`src/rtl/multicycle_control_fsm_if.sv`:
```
// Memory port handshake between the multi-cycle control sequencer and the
// shared instruction/data memory.
//   mem_req   : access request, held until mem_ready
//   mem_we    : write strobe, valid with mem_req
//   adr_src   : 0 = address from PC, 1 = address from ALU result register
//   mem_ready : memory completes the current request this cycle
interface multicycle_control_fsm_if;
  logic mem_req;
  logic mem_we;
  logic adr_src;
  logic mem_ready;

  modport master (
    output mem_req,
    output mem_we,
    output adr_src,
    input  mem_ready
  );

  modport slave (
    input  mem_req,
    input  mem_we,
    input  adr_src,
    output mem_ready
  );
endinterface

```
`src/rtl/multicycle_control_fsm.sv`:
```
// Control sequencer for the multi-cycle RV32I core. Steps each instruction
// through FETCH/DECODE/EXEC/MEM/WB states and drives the datapath enables and
// mux selects, with a memory ready handshake, a wait-state timeout and a
// retired-instruction counter.
//
// Ports:
//   clk, rst        : clock (rising edge), asynchronous active-high reset
//   mem             : memory handshake (master side: mem_req/mem_we/adr_src out,
//                     mem_ready in)
//   opcode, funct3, funct7b5, zero : instruction fields and ALU zero flag
//   ir_we, pc_we, reg_we           : datapath load enables
//   alu_src_a, alu_src_b, alu_op, result_src : datapath mux selects
//   instr_retired   : one-cycle pulse in the final cycle of each instruction
//   retire_count    : retired instruction count, wraps
//   halted, fault   : sticky stop / memory-timeout flags, cleared by rst
//
// Build option: define ILLEGAL_TRAP_EN to halt on an unknown opcode in an
// ILLEGAL state; otherwise an unknown opcode retires as a NOP.
module multicycle_control_fsm #(
  parameter int unsigned MEM_TIMEOUT = 15,
  parameter int unsigned TMO_W       = 4,
  parameter int unsigned RETIRE_W    = 32
) (
  input  logic                    clk,
  input  logic                    rst,
  multicycle_control_fsm_if.master mem,
  input  logic [6:0]              opcode,
  input  logic [2:0]              funct3,
  input  logic                    funct7b5,
  input  logic                    zero,
  output logic                    ir_we,
  output logic                    pc_we,
  output logic                    reg_we,
  output logic [1:0]              alu_src_a,
  output logic [1:0]              alu_src_b,
  output logic [1:0]              alu_op,
  output logic [1:0]              result_src,
  output logic                    instr_retired,
  output logic [RETIRE_W-1:0]     retire_count,
  output logic                    halted,
  output logic                    fault
);

  localparam logic [6:0] OP_LOAD   = 7'b0000011;
  localparam logic [6:0] OP_STORE  = 7'b0100011;
  localparam logic [6:0] OP_RTYPE  = 7'b0110011;
  localparam logic [6:0] OP_ITYPE  = 7'b0010011;
  localparam logic [6:0] OP_BRANCH = 7'b1100011;
  localparam logic [6:0] OP_JAL    = 7'b1101111;

  localparam logic [1:0] SRC_A_PC    = 2'b00;
  localparam logic [1:0] SRC_A_OLDPC = 2'b01;
  localparam logic [1:0] SRC_A_RS1   = 2'b10;
  localparam logic [1:0] SRC_B_RS2   = 2'b00;
  localparam logic [1:0] SRC_B_IMM   = 2'b01;
  localparam logic [1:0] SRC_B_FOUR  = 2'b10;
  localparam logic [1:0] ALU_ADD     = 2'b00;
  localparam logic [1:0] ALU_SUB     = 2'b01;
  localparam logic [1:0] ALU_FUNCT   = 2'b10;
  localparam logic [1:0] RES_ALUOUT  = 2'b00;
  localparam logic [1:0] RES_MEMDATA = 2'b01;
  localparam logic [1:0] RES_ALU     = 2'b10;

  localparam bit              TMO_EN    = (MEM_TIMEOUT != 0);
  localparam logic [TMO_W-1:0] TMO_LIMIT = TMO_W'(MEM_TIMEOUT);

  typedef enum logic [3:0] {
    IDLE, FETCH, DECODE, MEMADR, MEMRD, MEMWB, MEMWR,
    EXEC_R, EXEC_I, ALU_WB, BRANCH, JAL, FAULT, ILLEGAL
  } state_t;

  state_t           state;
  state_t           state_next;
  logic [TMO_W-1:0] stall_cnt;
  logic             mem_phase;
  logic             stalled;
  logic             timeout_hit;
  logic             req;
  logic             we;
  logic             adr;

  // funct7b5 and funct3[2:1] are decoded by the ALU decoder, not here
  logic unused_fields;
  assign unused_fields = ^{funct7b5, funct3[2:1]};

  assign mem.mem_req = req;
  assign mem.mem_we  = we;
  assign mem.adr_src = adr;

  // A stall is a memory-phase cycle without mem_ready; hitting the limit
  // while still stalled diverts to FAULT (a late mem_ready still wins)
  assign mem_phase   = (state == FETCH) || (state == MEMRD) || (state == MEMWR);
  assign stalled     = mem_phase && !mem.mem_ready;
  assign timeout_hit = TMO_EN && stalled && (stall_cnt == TMO_LIMIT);

  // State register
  always_ff @(posedge clk or posedge rst) begin
    if (rst) state <= IDLE;
    else     state <= state_next;
  end

  // Next-state and datapath control decode
  always_comb begin
    state_next    = state;
    req           = 1'b0;
    we            = 1'b0;
    adr           = 1'b0;
    ir_we         = 1'b0;
    pc_we         = 1'b0;
    reg_we        = 1'b0;
    alu_src_a     = SRC_A_PC;
    alu_src_b     = SRC_B_RS2;
    alu_op        = ALU_ADD;
    result_src    = RES_ALUOUT;
    instr_retired = 1'b0;
    case (state)
      IDLE: state_next = FETCH;
      FETCH: begin
        req        = 1'b1;
        alu_src_b  = SRC_B_FOUR;
        result_src = RES_ALU;
        if (mem.mem_ready) begin
          ir_we      = 1'b1;
          pc_we      = 1'b1;
          state_next = DECODE;
        end
      end
      DECODE: begin
        // branch/jump target precompute into the ALU result register
        alu_src_a = SRC_A_OLDPC;
        alu_src_b = SRC_B_IMM;
        case (opcode)
          OP_LOAD, OP_STORE: state_next = MEMADR;
          OP_RTYPE:          state_next = EXEC_R;
          OP_ITYPE:          state_next = EXEC_I;
          OP_BRANCH:         state_next = BRANCH;
          OP_JAL:            state_next = JAL;
          default: begin
`ifdef ILLEGAL_TRAP_EN
            state_next = ILLEGAL;
`else
            instr_retired = 1'b1;
            state_next    = FETCH;
`endif
          end
        endcase
      end
      MEMADR: begin
        alu_src_a  = SRC_A_RS1;
        alu_src_b  = SRC_B_IMM;
        state_next = (opcode == OP_STORE) ? MEMWR : MEMRD;
      end
      MEMRD: begin
        req = 1'b1;
        adr = 1'b1;
        if (mem.mem_ready) state_next = MEMWB;
      end
      MEMWB: begin
        result_src    = RES_MEMDATA;
        reg_we        = 1'b1;
        instr_retired = 1'b1;
        state_next    = FETCH;
      end
      MEMWR: begin
        req = 1'b1;
        we  = 1'b1;
        adr = 1'b1;
        if (mem.mem_ready) begin
          instr_retired = 1'b1;
          state_next    = FETCH;
        end
      end
      EXEC_R: begin
        alu_src_a  = SRC_A_RS1;
        alu_src_b  = SRC_B_RS2;
        alu_op     = ALU_FUNCT;
        state_next = ALU_WB;
      end
      EXEC_I: begin
        alu_src_a  = SRC_A_RS1;
        alu_src_b  = SRC_B_IMM;
        alu_op     = ALU_FUNCT;
        state_next = ALU_WB;
      end
      ALU_WB: begin
        reg_we        = 1'b1;
        instr_retired = 1'b1;
        state_next    = FETCH;
      end
      BRANCH: begin
        // funct3[0] selects bne over beq
        alu_src_a     = SRC_A_RS1;
        alu_src_b     = SRC_B_RS2;
        alu_op        = ALU_SUB;
        pc_we         = zero ^ funct3[0];
        instr_retired = 1'b1;
        state_next    = FETCH;
      end
      JAL: begin
        // PC takes the precomputed target while the ALU forms oldPC+4 for rd
        alu_src_a  = SRC_A_OLDPC;
        alu_src_b  = SRC_B_FOUR;
        pc_we      = 1'b1;
        state_next = ALU_WB;
      end
      FAULT, ILLEGAL: state_next = state;
      default:        state_next = IDLE;
    endcase
    if (timeout_hit) state_next = FAULT;
  end

  // Consecutive stall counter, cleared on mem_ready or any state change
  always_ff @(posedge clk or posedge rst) begin
    if (rst) begin
      stall_cnt <= '0;
    end else if (!stalled || (state_next != state)) begin
      stall_cnt <= '0;
    end else if (stall_cnt != '1) begin
      stall_cnt <= stall_cnt + TMO_W'(1);
    end
  end

  // Retire counter and sticky status flags
  always_ff @(posedge clk or posedge rst) begin
    if (rst) begin
      retire_count <= '0;
      halted       <= 1'b0;
      fault        <= 1'b0;
    end else begin
      if (instr_retired) retire_count <= retire_count + RETIRE_W'(1);
      if (state_next == FAULT) begin
        halted <= 1'b1;
        fault  <= 1'b1;
      end
      if (state_next == ILLEGAL) halted <= 1'b1;
    end
  end

endmodule

```
`src/flat_wrapper.sv`:
```
// flat-port wrapper written by rule: the top's interface ports become plain ports
module multicycle_control_fsm_flat 
#(
  parameter int unsigned MEM_TIMEOUT = 15,
  parameter int unsigned TMO_W       = 4,
  parameter int unsigned RETIRE_W    = 32
)
  (clk, rst, opcode, funct3, funct7b5, zero, ir_we, pc_we, reg_we, alu_src_a, alu_src_b, alu_op, result_src, instr_retired, retire_count, halted, fault, mem_mem_req, mem_mem_we, mem_adr_src, mem_mem_ready);
  multicycle_control_fsm_if mem_i ();
  input  logic clk;
  input  logic rst;
  input  logic [6:0] opcode;
  input  logic [2:0] funct3;
  input  logic funct7b5;
  input  logic zero;
  output logic ir_we;
  output logic pc_we;
  output logic reg_we;
  output logic [1:0] alu_src_a;
  output logic [1:0] alu_src_b;
  output logic [1:0] alu_op;
  output logic [1:0] result_src;
  output logic instr_retired;
  output logic [RETIRE_W-1:0] retire_count;
  output logic halted;
  output logic fault;
  output wire logic [$bits(mem_i.mem_req)-1:0] mem_mem_req;
  output wire logic [$bits(mem_i.mem_we)-1:0] mem_mem_we;
  output wire logic [$bits(mem_i.adr_src)-1:0] mem_adr_src;
  input wire logic [$bits(mem_i.mem_ready)-1:0] mem_mem_ready;
  assign mem_mem_req = mem_i.mem_req;
  assign mem_mem_we = mem_i.mem_we;
  assign mem_adr_src = mem_i.adr_src;
  assign mem_i.mem_ready = mem_mem_ready;
  multicycle_control_fsm #(.MEM_TIMEOUT(MEM_TIMEOUT), .TMO_W(TMO_W), .RETIRE_W(RETIRE_W)) u_core (.clk(clk), .rst(rst), .mem(mem_i), .opcode(opcode), .funct3(funct3), .funct7b5(funct7b5), .zero(zero), .ir_we(ir_we), .pc_we(pc_we), .reg_we(reg_we), .alu_src_a(alu_src_a), .alu_src_b(alu_src_b), .alu_op(alu_op), .result_src(result_src), .instr_retired(instr_retired), .retire_count(retire_count), .halted(halted), .fault(fault));
endmodule
```
`config.mk`:
```
export PLATFORM = sky130hd
export DESIGN_NAME = multicycle_control_fsm_flat
export DESIGN_NICKNAME = d
export VERILOG_FILES = /design/src/rtl/multicycle_control_fsm_if.sv /design/src/rtl/multicycle_control_fsm.sv /design/src/flat_wrapper.sv
export SDC_FILE = /design/constraint.sdc
export NUM_CORES = 1
export LEC_CHECK = 0
export ABC_CLOCK_PERIOD_IN_PS = 1900
export CAP_MARGIN = 20
export CORE_MARGIN = 2
export CORE_UTILIZATION = 44
export DETAILED_ROUTE_END_ITERATION = 6
export GPL_ROUTABILITY_DRIVEN = 1
export GPL_TIMING_DRIVEN = 0
export PLACE_DENSITY = 0.73
export SLEW_MARGIN = 10
export SYNTH_ARGS = -nofsm -noshare
export SYNTH_HDL_FRONTEND = slang
export SYNTH_SLANG_ARGS = --single-unit
```
`constraint.sdc`:
```
create_clock -name clk -period 1.9 [get_ports clk]
set_input_delay 0.38 -clock clk [delete_from_list [all_inputs] [get_ports clk]]
set_output_delay 0.38 -clock clk [all_outputs]
set_load 0.03 [all_outputs]
```
# Word-level counts from Yosys, hierarchy flattened
# Index checks and enable logic that the tools add are counted.
[classes] bitwise_logic=1 reduce_logical=24 eq_ne=24 add_sub_neg=2 n_mux=24
[ops] op="== test 4 bit (second input constant)" n=9
[ops] op="adder 32 x 1 -> 32 bit (second input constant)" n=1
[ops] op="case mux 4 bit (8 select lines)" n=1
[ops] op="two-way mux 4 bit" n=6
[ops] op="case mux 4 bit (5 select lines)" n=1
[ops] op="== test 4 x 3 -> 1 bit (second input constant)" n=4
[ops] op="case mux 2 bit (2 select lines)" n=4
[ops] op="== test 7 x 6 -> 1 bit (second input constant)" n=2
[ops] op="== test 7 bit (second input constant)" n=2
[ops] op="OR reduction 2 bit" n=7
[ops] op="OR reduction 3 bit" n=4
[ops] op="two-way mux 1 bit" n=9
[ops] op="== test 4 x 2 -> 1 bit (second input constant)" n=2
[ops] op="OR reduction 4 bit" n=2
[ops] op="== test 7 x 2 -> 1 bit (second input constant)" n=1
[ops] op="== test 7 x 5 -> 1 bit (second input constant)" n=1
[ops] op="case mux 1 bit (3 select lines)" n=2
[ops] op="OR reduction 6 bit" n=1
[ops] op="adder 4 x 1 -> 4 bit (second input constant)" n=1
[ops] op="== test 4 x 1 -> 1 bit (second input constant)" n=1
[ops] op="logical NOT 4 bit" n=1
[ops] op="!= test 4 bit" n=1
[ops] op="!= test 4 bit (second input constant)" n=1
[ops] op="nonzero test 2 bit" n=2
[ops] op="5 further kinds" n=9
[word_totals] out_inout_bits=49 elab_cells=80 regBits=42 inputBits=15

# Logic depth before layout (Yosys ltp)
[depth] ltp_word=9 ltp_mapped=8 ltp_nobuf=6

# Least setup slack after synthesis
# No wires, ideal clock.
[synth_path] path_kind="register to output" start="reg u_core.state[2]" end="out mem_mem_req" required_time_ns=1.520 path_stages_with_launch=5 setup_slack_ns=-0.370 arrival_ns=1.890 n_path_buf=2 cell_sequence="dfrtp_1 > buf_1 > clkbuf_1 > nor3_1 > or2_2"
[synth_between] elab_chain_cells=3 elab_cells_between_ends=5 classes_between="3 x eq/ne; 1 x mux; 1 x reduce/logical"
[synth_lines] element="from (decl)" line_no="multicycle_control_fsm.sv:72" source="state_t state;"
[synth_lines] element="from (signal assigned)" line_no="multicycle_control_fsm.sv:99" source="else state <= state_next;"
[synth_lines] element="== test 4 x 3 -> 1 bit or == test 4 x 1 -> 1 bit (tied branches)" line_no="multicycle_control_fsm.sv:116" source="case (state)"
[synth_lines] element="OR reduction 3 bit (no line) *"
[synth_lines] element="two-way mux 1 bit *" line_no="multicycle_control_fsm.sv:116"
[synth_lines] element="to (decl)" line_no="flat_wrapper.sv:27" source="output wire logic [$bits(mem_i.mem_req)-1:0] mem_mem_req;"
# Mark *: on every way between the ends. The rest lies on a longest branch, timed or not.

# Worst setup path after layout
[layout_path] start="reg u_core.state[2]" end="reg u_core.retire_count[22]"
[layout_between] elab_chain_cells=3 elab_cells_between_ends=7 classes_between="5 x eq/ne; 1 x mux; 1 x reduce/logical"
[layout_lines] element="== test 4 x 3 -> 1 bit or == test 4 bit (tied branches)" line_no="multicycle_control_fsm.sv:116"
[layout_lines] element="OR reduction 3 bit (no line)"
[layout_lines] element="case mux 1 bit (3 select lines) *" line_no="multicycle_control_fsm.sv:116"
[layout_lines] element="to (signal assigned)" line_no="multicycle_control_fsm.sv:230" source="if (instr_retired) retire_count <= retire_count + RETIRE_W'(1);"
[layout_lines] element="to (decl)" line_no="multicycle_control_fsm.sv:39" source="output logic [RETIRE_W-1:0] retire_count,"
# Marks and branches as above.
# A chain may end at the register's enable or synchronous reset.

==> summary.md <==
| Metric | Value |
|---|---|
| Status | complete, but fails checks |
| Violated checks | setup timing |
| Yosys reg bits | 42 |
| Sequential group share of total power | 24.4% |
| Critical path data arrival time | 2.26 ns |
| CTS max path bufs | 2 |
| Clock root buffer | clkbuf_8 |
| Final wirelength | 7933 um |
| FFs w/ async S/R, synth | 100.0% |
| Syn Inst Count | between 200 and 250 |
| Sw Pwr | 2.095 mW |
| Worst hold path class | in -> async |
| Slew @ Worst Pin | 0.5680 ns |
| Top cells by area, synth | dfrtp_1, xnor2_1, xor2_1 |
| Most common cell after layout, fill and taps aside | dfrtp_1 |
| Min Tclk post-route | 2.085 ns |
| CP Max Fanout | 6 |
| DIE HEIGHT | 77.95 um |
| Post-synthesis cell area | ~2400 um^2 |
| Full die area | between 6000 and 7000 um^2 |
| H-tree depth | 2 |
| Crit Reg-Reg Startpoint | u_core.state[2] |
| Synthesized area per cell | 9.702 um^2 |
| Maxcap violations | 0 |
| Setup-failing EPs final | 21 |
| Final Hold Vio Count | 0 |
| Routed vias/inst | about 5.7 |
| Pin count of the biggest net entering global routing | 35 |
| Met2 Resource Use GR | 33.62% |
| GRT Util Overall | 21.57% |
| GP Congestion | 0.8722 |
| RSZ-0062 raised after global routing | true |
| Clock power frac | 11.9% |
| Number of remaining DRC errors | 0 |
| CP endpoint kind | register |
| R2R depth | 10 |
| I/O pins | 64 |
| Final Util | 74.62% |
| Yosys warnings | 0 |
| Layout Skew | 0.01023 ns |
| Worst vdd ir | 0.0007599 V |
| DR iter-0 viols | 196 |
| Critical Path RT | 2.08 ns |
| CTS tree | built |
| Port bufs | 60 |
| Commonest cells after routing, fill and taps aside | dfrtp_1, clkdlybuf4s50_1, buf_4, nand4_1 |
| First-pass GRT wire length | 10550 um |
| Rows | 26 |
| Crit Reg-Reg Endpoint | u_core.retire_count[22] |
| Mapped Nets | 265 |
| Reg2Reg Setup Slack | -0.18 ns |
| Top cell type's share of synthesized area | 43.68% |
| Combinational power share | a little under two thirds |
| Sequential element share of the synthesized area | 43.68% |
| Post-DRT Antenna Nets | 0 |
| Setup Crit Path Kind | reg -> reg |
| Antenna Cells | 0 |
| Global route hottest layer | met2 |
| Leak pwr | 1.677 nW |
| Yosys top cell by area | dfrtp_1 |
| Clock tree sinks | between 40 and 50 |
| Clock latency on the worst-skew pair | 0.29 ns |
| Setup TNS | -1.524 ns |
| Layout cells sized above 1 | 35.57% |
| TritonCTS buffer count | 5 |
| Post-synth EDFFs | 0 |
| Max frequency | 0.4797 GHz |
| Max Slew Vio Count | 0 |
| Vias in the first global route | roughly 2200 |
| Grt met1 use | 30.34% |
| Detailed Routing Iterations Pass 1 | 4 |
| Area Overhead vs Synth | 61.41% |
| M3 GR Usage | 3.953% |
| Die width | 77.95 um |
| Starting Density | between 40% and 50% |
| Clk slew on worst S/H paths | 0.08 ns |
| HPWL after detailed placement | 4137 um |
| # fillers | roughly 350 |
| Net count, final | 373 |
| WL/cell | 18.58 um |
| Via count | 2440 |
| Slew margin rel. | 62.02% |
| Fin crit share | 109.7% |
| Power Internal | ~2.6 mW |
| Initial antenna violation count | 0 |
| Sw Share | between 40 and 50% |
| Synth Flop Type | dfrtp_1 |
| Critical Path Start Type | register |
| Remaining global-route overflow | 0 |
| Pwr Density | roughly 1200 nW/um^2 |
| CTS Hold Bufs | 0 |
| Post-synthesis cell type count | between 40 and 50 |
| Setup ws final | -0.1847 ns |
| Core ar. | around 5200 um^2 |
[area by class of cell]
type,instances,area [um^2],area share [%]
well taps,70,87.58,2.255
clock buffers,6,72.57,1.869
plain buffers,11,132.6,3.415
clock inverters,2,13.76,0.3544
flip-flops and latches,42,1056,27.19
repair buffers,102,957.2,24.65
multi-input cells,188,1539,39.63
inverters,6,25.02,0.6443
[synth_stat cells (2+ instances only)]
library cell	n
nor3_1	19
nor4_1	3
nand3_1	15
and3_1	4
inv_1	5
a211oi_1	2
nand4_1	20
a21oi_1	8
xor2_1	18
clkbuf_1	5
or2_2	2
xnor2_1	19
ha_1	2
nor4b_1	3
buf_1	2
o21ai_0	7
nand3_2	3
dfrtp_1	42
nor4_4	2
buf_6	2
nor2_1	16
nand2b_1	5
nand2_1	16
nor3b_1	2
buf_2	2
nor2b_1	3
[timing repair]
item,4_1_cts,5_1_grt
setup endpoints to repair,49,40
pin swaps,9,20
setup buffers,12,26
resized for setup,115,82
hold endpoints to repair,0,0
cloned,0,3
[how the worst max path moves through the flow]
stage | startpoint | end | slack (ns)
final | u_core.state[2] | u_core.retire_count[22] | -0.18
after global routing | u_core.state[2] | u_core.retire_count[22] | -0.24
after CTS | u_core.state[3] | instr_retired | -0.07
after detailed placement | opcode[3] | instr_retired | -1.34
after global placement | opcode[3] | instr_retired | -1.32
after floorplan | u_core.state[2] | mem_mem_req | -0.1
[power groups by stage]
| stage | Sequential (mW) | Clock, mW | Combinational, mW |
|---|---|---|---|
| floorplan | 1.27 | 0 | 1.22 |
| global placement | 1.14 | 0 | 1.99 |
| detailed placement | 1.14 | 0 | 2.01 |
| CTS | 1.13 | 0.572 | 2.21 |
| global route | 1.17 | 0.607 | 3.17 |
| finish | 1.15 | 0.561 | 3.01 |
[cells by family (layout without fill, tap and decap cells)]
kind of cell               after synthesis  in the layout  share of synthesized area, %
AOI/OAI and AO/OA                       27             27                         8.113
xor gates and xnor gates                37             37                         13.47
adders and majority gates                2              2                         1.040
buffers and inverters                   18            127                         3.797
DFF                                     42             42                         43.68
muxes                                    1              1                        0.4160
and+or+nand+nor                        121            121                         29.49
[metrics by stage]
stage                     cell area, um^2  total power, mW  setup slack [ns]  std cells  hold WS, ns
after CTS                            3413            3.915          -0.07130        398       0.3144
after floorplan                      2416            2.488          -0.09555        248       0.4592
after global placement               3104            3.135            -1.318        378       0.4596
after detailed placement             3124            3.154            -1.340        379       0.4549
final                                3884            4.718           -0.1847        427       0.3160
after global routing                 3884            4.938           -0.2434        427       0.3218
[critical path, stage by stage, from the launching register on]
cell and delay (ns):
dfrtp_1 0.41, buf_6 0.15, nand3b_1 0.13, a21oi_2 0.09, a311oi_4 0.39, buf_4 0.19, buf_6 0.12, buf_12 0.14
buf_8 0.14, nor3_4 0.05, xor2_1 0.17
[routing by layer]
| layer | share of wire, % | vias to the layer above |
|---|---|---|
| met5 | 0 | - |
| met4 | 1.5 | 0 |
| met1 | 43 | 1206 |
| met2 | 49 | 103 |
| li1 | - | 1115 |
| met3 | 5.8 | 16 |
[flip-flops by register name, indices dropped and copies added, names as in the netlist]
name and flops:
u_core.fault 1, u_core.halted 1, u_core.retire_count 32, u_core.stall_cnt 4, u_core.state 4
No activity file was read; power rests on OpenSTA's default activity.
